<file path="config.mk">
export PLATFORM = sky130hd
export DESIGN_NAME = register_memory_mp
export DESIGN_NICKNAME = d
export VERILOG_FILES = /design/src/rtl/register_memory_mp.sv
export SDC_FILE = /design/constraint.sdc
export NUM_CORES = 2
export LEC_CHECK = 0
export CORE_MARGIN = 1
export CORE_UTILIZATION = 63
export CTS_CLUSTER_DIAMETER = 200
export DETAILED_ROUTE_END_ITERATION = 8
export GPL_TIMING_DRIVEN = 0
export PLACE_DENSITY = 0.81
export SLEW_MARGIN = 30
export SYNTH_ARGS = -nofsm -noshare
export SYNTH_HDL_FRONTEND = slang
export SYNTH_SLANG_ARGS = --single-unit
</file>
<file path="constraint.sdc">
create_clock -name clk -period 50.8 [get_ports clk]
set_clock_uncertainty 0.2 [all_clocks]
set_input_delay 10.16 -clock clk [delete_from_list [all_inputs] [get_ports clk]]
set_output_delay 10.16 -clock clk [all_outputs]
set_load 0.05 [all_outputs]
</file>
<file path="src/rtl/register_memory_mp.sv">
// Multi-read-port register file with a pending-write scoreboard. Reads are combinational, writes and reservations take effect on the edge.
// A reservation of a busy register is refused and the requester holds it. Define REGFILE_BYPASS_EN for same-cycle write forwarding.
module register_memory_mp #(
  parameter int XLEN  = 32,
  parameter int NREGS = 32,
  parameter int NRD   = 2,
  parameter int AW    = $clog2(NREGS)
) (
  input  logic                clk,
  input  logic                rst,
  input  logic [NRD*AW-1:0]   rd_address,
  output logic [NRD*XLEN-1:0] data_out,
  output logic [NRD-1:0]      rd_busy,
  input  logic                wr_enable,
  input  logic [AW-1:0]       wr_address,
  input  logic [XLEN-1:0]     wr_data,
  input  logic                rsv_enable,
  input  logic [AW-1:0]       rsv_address,
  output logic                rsv_ready,
  output logic [AW:0]         pending_count
);

  logic [XLEN-1:0]  regs [NREGS];
  logic [NREGS-1:1] busy_q;
  logic [NREGS-1:0] busy;
  logic [NREGS-1:0] busy_nxt;
  logic [AW:0]      count_nxt;
  logic             wr_hit;
  logic             rsv_hit;
  logic             wr_clears;

  assign busy      = {busy_q, 1'b0};
  assign wr_hit    = wr_enable && (wr_address != '0);
  assign wr_clears = wr_hit && busy[wr_address];

  // A write retiring into the requested register frees it in the same cycle.
  assign rsv_ready = rsv_enable && ((rsv_address == '0) || !busy[rsv_address] ||
                                    (wr_hit && (wr_address == rsv_address)));
  assign rsv_hit   = rsv_ready && (rsv_address != '0);

  always_comb begin
    busy_nxt = busy;
    if (wr_hit)
      busy_nxt[wr_address] = 1'b0;
    // Applied after the clear so a new reservation wins over a retiring write.
    if (rsv_hit)
      busy_nxt[rsv_address] = 1'b1;
  end

  always_comb begin
    count_nxt = pending_count;
    case ({rsv_hit, wr_clears})
      2'b10:   count_nxt = pending_count + 1'b1;
      2'b01:   count_nxt = pending_count - 1'b1;
      default: count_nxt = pending_count;
    endcase
  end

  always_ff @(posedge clk or posedge rst) begin
    if (rst) begin
      busy_q        <= '0;
      pending_count <= '0;
    end else begin
      busy_q        <= busy_nxt[NREGS-1:1];
      pending_count <= count_nxt;
    end
  end

  always_ff @(posedge clk or posedge rst) begin
    if (rst) begin
      for (int i = 0; i < NREGS; i++)
        regs[i] <= '0;
    end else if (wr_hit) begin
      regs[wr_address] <= wr_data;
    end
  end

  for (genvar p = 0; p < NRD; p++) begin : g_rd
    logic [AW-1:0]   addr;
    logic [XLEN-1:0] stored;
    assign addr   = rd_address[p*AW +: AW];
    assign stored = (addr == '0) ? '0 : regs[addr];
`ifdef REGFILE_BYPASS_EN
    logic fwd;
    assign fwd                       = wr_hit && (addr == wr_address);
    assign data_out[p*XLEN +: XLEN]  = fwd ? wr_data : stored;
    assign rd_busy[p]                = fwd ? 1'b0 : busy[addr];
`else
    assign data_out[p*XLEN +: XLEN]  = stored;
    assign rd_busy[p]                = busy[addr];
`endif
  end

endmodule

</file>
==> flow_summary.html <==
<table>
<tr><th>Metric</th><th>Value</th></tr>
<tr><th colspan="2">Synth</th></tr>
<tr><td>Share of synthesized registers carrying an async set or reset</td><td>1.00</td></tr>
<tr><td>Average size of a mapped cell</td><td>roughly 16 um^2</td></tr>
<tr><td>Number of synthesized register bits</td><td>between 1000 and 1500</td></tr>
<tr><td>Sequential element share of the synthesized area</td><td>0.464</td></tr>
<tr><td>Syn_nets</td><td>around 3700</td></tr>
<tr><td>Number of enable flip-flop cells after synthesis</td><td>0</td></tr>
<tr><td>Top_reg_cell synth</td><td>sky130_fd_sc_hd__dfrtp_1</td></tr>
<tr><td>Netlist area before placement</td><td>around 57000 um^2</td></tr>
<tr><td>Synth cell types</td><td>49</td></tr>
<tr><td>Number of instances in the synthesized netlist</td><td>3621</td></tr>
<tr><td>Yosys Warn Count</td><td>0</td></tr>
<tr><th colspan="2">GRT</th></tr>
<tr><td>Global-route total usage across every layer</td><td>0.402</td></tr>
<tr><td>Vias in the first global route</td><td>about 39000</td></tr>
<tr><td>Wire length of the first global-routing pass</td><td>261000 um</td></tr>
<tr><td>Largest net degree at the start of global routing</td><td>93</td></tr>
<tr><td>Global-route congestion overflow total</td><td>0</td></tr>
<tr><td>Initial antenna violation count</td><td>6</td></tr>
<tr><th colspan="2">Detailed routing</th></tr>
<tr><td>DR vias/cell</td><td>7.30</td></tr>
<tr><td>TritonRoute pass-1 iters</td><td>5</td></tr>
<tr><td>Routed vias</td><td>37500</td></tr>
<tr><td>Residual DRC</td><td>0</td></tr>
<tr><td>Total detailed-routing wirelength</td><td>between 150000 and 200000 um</td></tr>
<tr><td>Number of DRC violations after detailed-routing iteration 0</td><td>between 4000 and 5000</td></tr>
<tr><td>Routed len/inst</td><td>35.0 um</td></tr>
<tr><td>Antenna-violating nets left</td><td>0</td></tr>
<tr><th colspan="2">Worst setup path</th></tr>
<tr><td>Maximum net fanout on the critical path</td><td>10</td></tr>
<tr><td>Terminus of the critical flop-to-flop path</td><td>pending_count[5]</td></tr>
<tr><td>Startpoint-to-endpoint class of the critical path</td><td>in2out</td></tr>
<tr><td>Data required time at the worst endpoint</td><td>approximately 40 ns</td></tr>
<tr><td>Worst R2R Path Depth</td><td>11</td></tr>
<tr><td>Launch point of the worst reg-to-reg path</td><td>busy_q[16]</td></tr>
<tr><td>Arrival time of data at the critical path endpoint</td><td>about 14 ns</td></tr>
<tr><td>Crit path launch type</td><td>primary input</td></tr>
<tr><td>Cell Chain, Critical Path</td><td>buf_2, buf_2, clkbuf_1, clkbuf_1, mux4_2, mux2_2, a22oi_1, nand2_1, clkdlybuf4s50_1</td></tr>
<tr><td>CP max-delay cell</td><td>sky130_fd_sc_hd__clkbuf_1</td></tr>
<tr><td>Delay of the slowest cell on the worst path</td><td>0.81 ns</td></tr>
<tr><td>Flop2flop setup slack</td><td>between 40 and 50 ns</td></tr>
<tr><td>Kind of capture point of the worst setup path</td><td>output pin</td></tr>
<tr><th colspan="2">Clocking</th></tr>
<tr><td>Clock root buffer master</td><td>sky130_fd_sc_hd__clkbuf_16</td></tr>
<tr><td>Number of buffers added to fix hold violations after cts</td><td>0</td></tr>
<tr><td>Number of sinks handled by clock tree synthesis</td><td>1061</td></tr>
<tr><td>Post-CTS setup buffer count</td><td>0</td></tr>
<tr><td>Clock-pin slew reported for the worst setup and hold paths after clock tree synthesis</td><td>0.06 ns</td></tr>
<tr><td>Number of clock buffers inserted by TritonCTS</td><td>112</td></tr>
<tr><td>Clock Latency Late Sink</td><td>0.70 ns</td></tr>
<tr><td>Clk buf depth</td><td>3</td></tr>
<tr><td>Clock tree from TritonCTS</td><td>done</td></tr>
<tr><td>Resized Gates After CTS</td><td>0</td></tr>
<tr><td># H-tree levels</td><td>3</td></tr>
<tr><th colspan="2">Floorplan</th></tr>
<tr><td>Effective utilization at floorplan</td><td>0.635</td></tr>
<tr><td>Io pins</td><td>129</td></tr>
<tr><td>Die Ht</td><td>303 um</td></tr>
<tr><td>Floorplan die area</td><td>92000 um^2</td></tr>
<tr><td>Row cnt</td><td>110</td></tr>
<tr><td>Placeable Area</td><td>between 90000 and 100000 um^2</td></tr>
<tr><td>Width of the chip</td><td>303 um</td></tr>
<tr><th colspan="2">Final layout</th></tr>
<tr><td>Share of layout cells above drive strength 1</td><td>0.538</td></tr>
<tr><td>Area growth from synthesis to layout</td><td>12.2%</td></tr>
<tr><td>Register area</td><td>26600 um^2</td></tr>
<tr><td>Area of the multi-input gates</td><td>28600 um^2</td></tr>
<tr><td>Total of fill cells in the finished design</td><td>5686</td></tr>
<tr><td>Number of nets in the layout</td><td>a little under 4000</td></tr>
<tr><th colspan="2">Place</th></tr>
<tr><td>Global placement routability congestion</td><td>approximately 0.98</td></tr>
<tr><td>Port buffer count</td><td>~110</td></tr>
<tr><td>Hpwl dp</td><td>between 100000 and 150000 um</td></tr>
<tr><th colspan="2">STA</th></tr>
<tr><td>Worst slew margin relative to its limit</td><td>0.223</td></tr>
<tr><td>Maximum operating frequency</td><td>0.0404 GHz</td></tr>
<tr><td>Slew Limit Fails</td><td>0</td></tr>
<tr><td>Hold violation count in the final report</td><td>0</td></tr>
<tr><td>Crit share post-route</td><td>0.487</td></tr>
<tr><td>Final worst path period need</td><td>24.73 ns</td></tr>
<tr><td># setup viols final</td><td>0</td></tr>
<tr><td>Pin slew with the least headroom to its limit</td><td>1.17 ns</td></tr>
<tr><td>Unrepaired setup endpoints after global routing</td><td>false</td></tr>
<tr><td>Smallest hold slack</td><td>0.277 ns</td></tr>
<tr><th colspan="2">Power</th></tr>
<tr><td>Peak ir drop on the vdd network</td><td>0.0000386 V</td></tr>
<tr><td>Total power divided by cell area</td><td>41.8 nW/um^2</td></tr>
<tr><td>Standby leakage power</td><td>27.5 nW</td></tr>
<tr><td>Total Power Consumption</td><td>~0.0027 W</td></tr>
<tr><th colspan="2">Worst hold path</th></tr>
<tr><td>Path type of the worst min-delay path</td><td>reg2reg</td></tr>
<tr><td>Worst Min Path Start</td><td>regs[1009]</td></tr>
<tr><td>Worst hold path cell count</td><td>1</td></tr>
<tr><td>Destination of the worst hold path</td><td>regs[1009]</td></tr>
<tr><th colspan="2">Job</th></tr>
<tr><td>Number of max-capacitance violations reported</td><td>0</td></tr>
<tr><th colspan="2">Status</th></tr>
<tr><td>Run status</td><td>finished clean</td></tr>
</table>
sequential cells by signal (all words and copies together) (netlist names):
signal	cells
regs	1024
pending_count	6
busy_q	31
cell type report:
type                       count  area share
timing repair buffer         128      0.0235
clock inverter                42     0.00842
antenna                        7    0.000273
buffer                       421      0.0313
clock buffer                 167      0.0524
inverter                      23     0.00146
sequential                  1061       0.414
multi-input combinational   2116       0.446
tap                         1176      0.0229
report_power, final:
group	internal (W)	switching, W
clock network	0.000517	0.000357
logic	0.000363	0.000307
registers	0.00101	0.000130
total	0.00189	0.000795
worst max path at each step:
stage | start | endpoint | slack, ns | cells after the start
2_1_floorplan | rst | busy_q[10] | 10.57 | 1
3_3_place_gp | rst | regs[175] | -1.40 | 2
3_5_place_dp | rd_address[1] | data_out[13] | 26.33 | 9
4_1_cts | rd_address[1] | data_out[13] | 26.32 | 9
5_1_grt | rd_address[1] | data_out[26] | 26.15 | 9
6_report | rd_address[1] | data_out[8] | 26.07 | 9
metrics by stage:
stage	setup TNS, ns	std cells	setup WS (ns)	instance area, um^2	utilization
2_1_floorplan	0	3621	10.57	57200	-
3_3_place_gp	-1355.29	4911	-1.40	59800	0.664
3_5_place_dp	0	4925	26.33	60200	0.669
4_1_cts	0	5134	26.32	64100	0.713
5_1_grt	0	5134	26.15	64100	0.713
6_report	0	5141	26.07	64200	0.713
kinds of logic (layout without fill, tap and decap cells):
group                      count (synthesis)  in the layout  share of synthesized area
muxes                                   1744           1744                      0.462
DFF                                     1061           1061                      0.464
buffers and inverters                    444            781                     0.0358
and+or+nand+nor                          234            234                     0.0184
AOI/OAI and AO/OA                        122            122                     0.0170
xor gates and xnor gates                  10             10                    0.00153
adders and majority gates                  6              6                    0.00144
other                                      0              7                          0
critical path: cells and delay by family:
kind | cells | cell delay [ns]
multiplexers | 2 | 0.69
AO/OA/AOI/OAI | 1 | 0.40
AND/OR/NAND/NOR | 1 | 0.15
buffers and inverters | 5 | 2.94
cells in the final DEF (no fill, tap or decap), types with 5 or more instances in the layout:
cell	n
sky130_fd_sc_hd__mux2_1	25
sky130_fd_sc_hd__nor2b_1	5
sky130_fd_sc_hd__nor3_1	5
sky130_fd_sc_hd__o22ai_1	6
sky130_fd_sc_hd__clkdlybuf4s50_1	114
sky130_fd_sc_hd__buf_2	152
sky130_fd_sc_hd__a22oi_1	64
sky130_fd_sc_hd__clkinv_2	21
sky130_fd_sc_hd__dfrtp_1	1061
sky130_fd_sc_hd__nor2_2	5
sky130_fd_sc_hd__a32o_1	32
sky130_fd_sc_hd__xnor2_1	8
sky130_fd_sc_hd__inv_1	22
sky130_fd_sc_hd__mux2_2	1103
sky130_fd_sc_hd__mux4_2	602
sky130_fd_sc_hd__clkbuf_16	115
sky130_fd_sc_hd__nand2_1	152
sky130_fd_sc_hd__buf_16	13
sky130_fd_sc_hd__clkbuf_2	26
sky130_fd_sc_hd__buf_1	45
sky130_fd_sc_hd__buf_6	25
sky130_fd_sc_hd__clkbuf_8	29
sky130_fd_sc_hd__buf_4	5
sky130_fd_sc_hd__bufinv_16	12
sky130_fd_sc_hd__nor2_1	21
sky130_fd_sc_hd__mux2i_1	14
sky130_fd_sc_hd__o21ai_0	7
sky130_fd_sc_hd__nor3b_1	5
sky130_fd_sc_hd__or2_1	5
sky130_fd_sc_hd__clkbuf_1	192
sky130_fd_sc_hd__diode_2	7
sky130_fd_sc_hd__ha_1	5
sky130_fd_sc_hd__nand2b_1	6
synth_stat cells, types with 8 or more instances:
master | number | share of area
sky130_fd_sc_hd__mux2i_1 | 14 | 0.0025
sky130_fd_sc_hd__xnor2_1 | 8 | 0.0012
sky130_fd_sc_hd__buf_2 | 144 | 0.013
sky130_fd_sc_hd__buf_1 | 55 | 0.0036
sky130_fd_sc_hd__clkbuf_1 | 193 | 0.013
sky130_fd_sc_hd__buf_6 | 25 | 0.0049
sky130_fd_sc_hd__nand2_1 | 152 | 0.010
sky130_fd_sc_hd__nor2_1 | 22 | 0.0014
sky130_fd_sc_hd__inv_1 | 23 | 0.0015
sky130_fd_sc_hd__a22oi_1 | 64 | 0.0084
sky130_fd_sc_hd__mux2_2 | 1103 | 0.22
sky130_fd_sc_hd__dfrtp_1 | 1061 | 0.46
sky130_fd_sc_hd__mux2_1 | 25 | 0.0049
sky130_fd_sc_hd__mux4_2 | 602 | 0.24
sky130_fd_sc_hd__a32o_1 | 32 | 0.0056
metal layers:
layer  GRT usage  vias up  share of wire
met5           0        -        0.00021
met3       0.132      602           0.12
met1       0.541    19800           0.37
met2       0.585     2574           0.45
met4       0.219        6          0.064
li1            -    14500              -
Power figures use the tool's default switching activity.
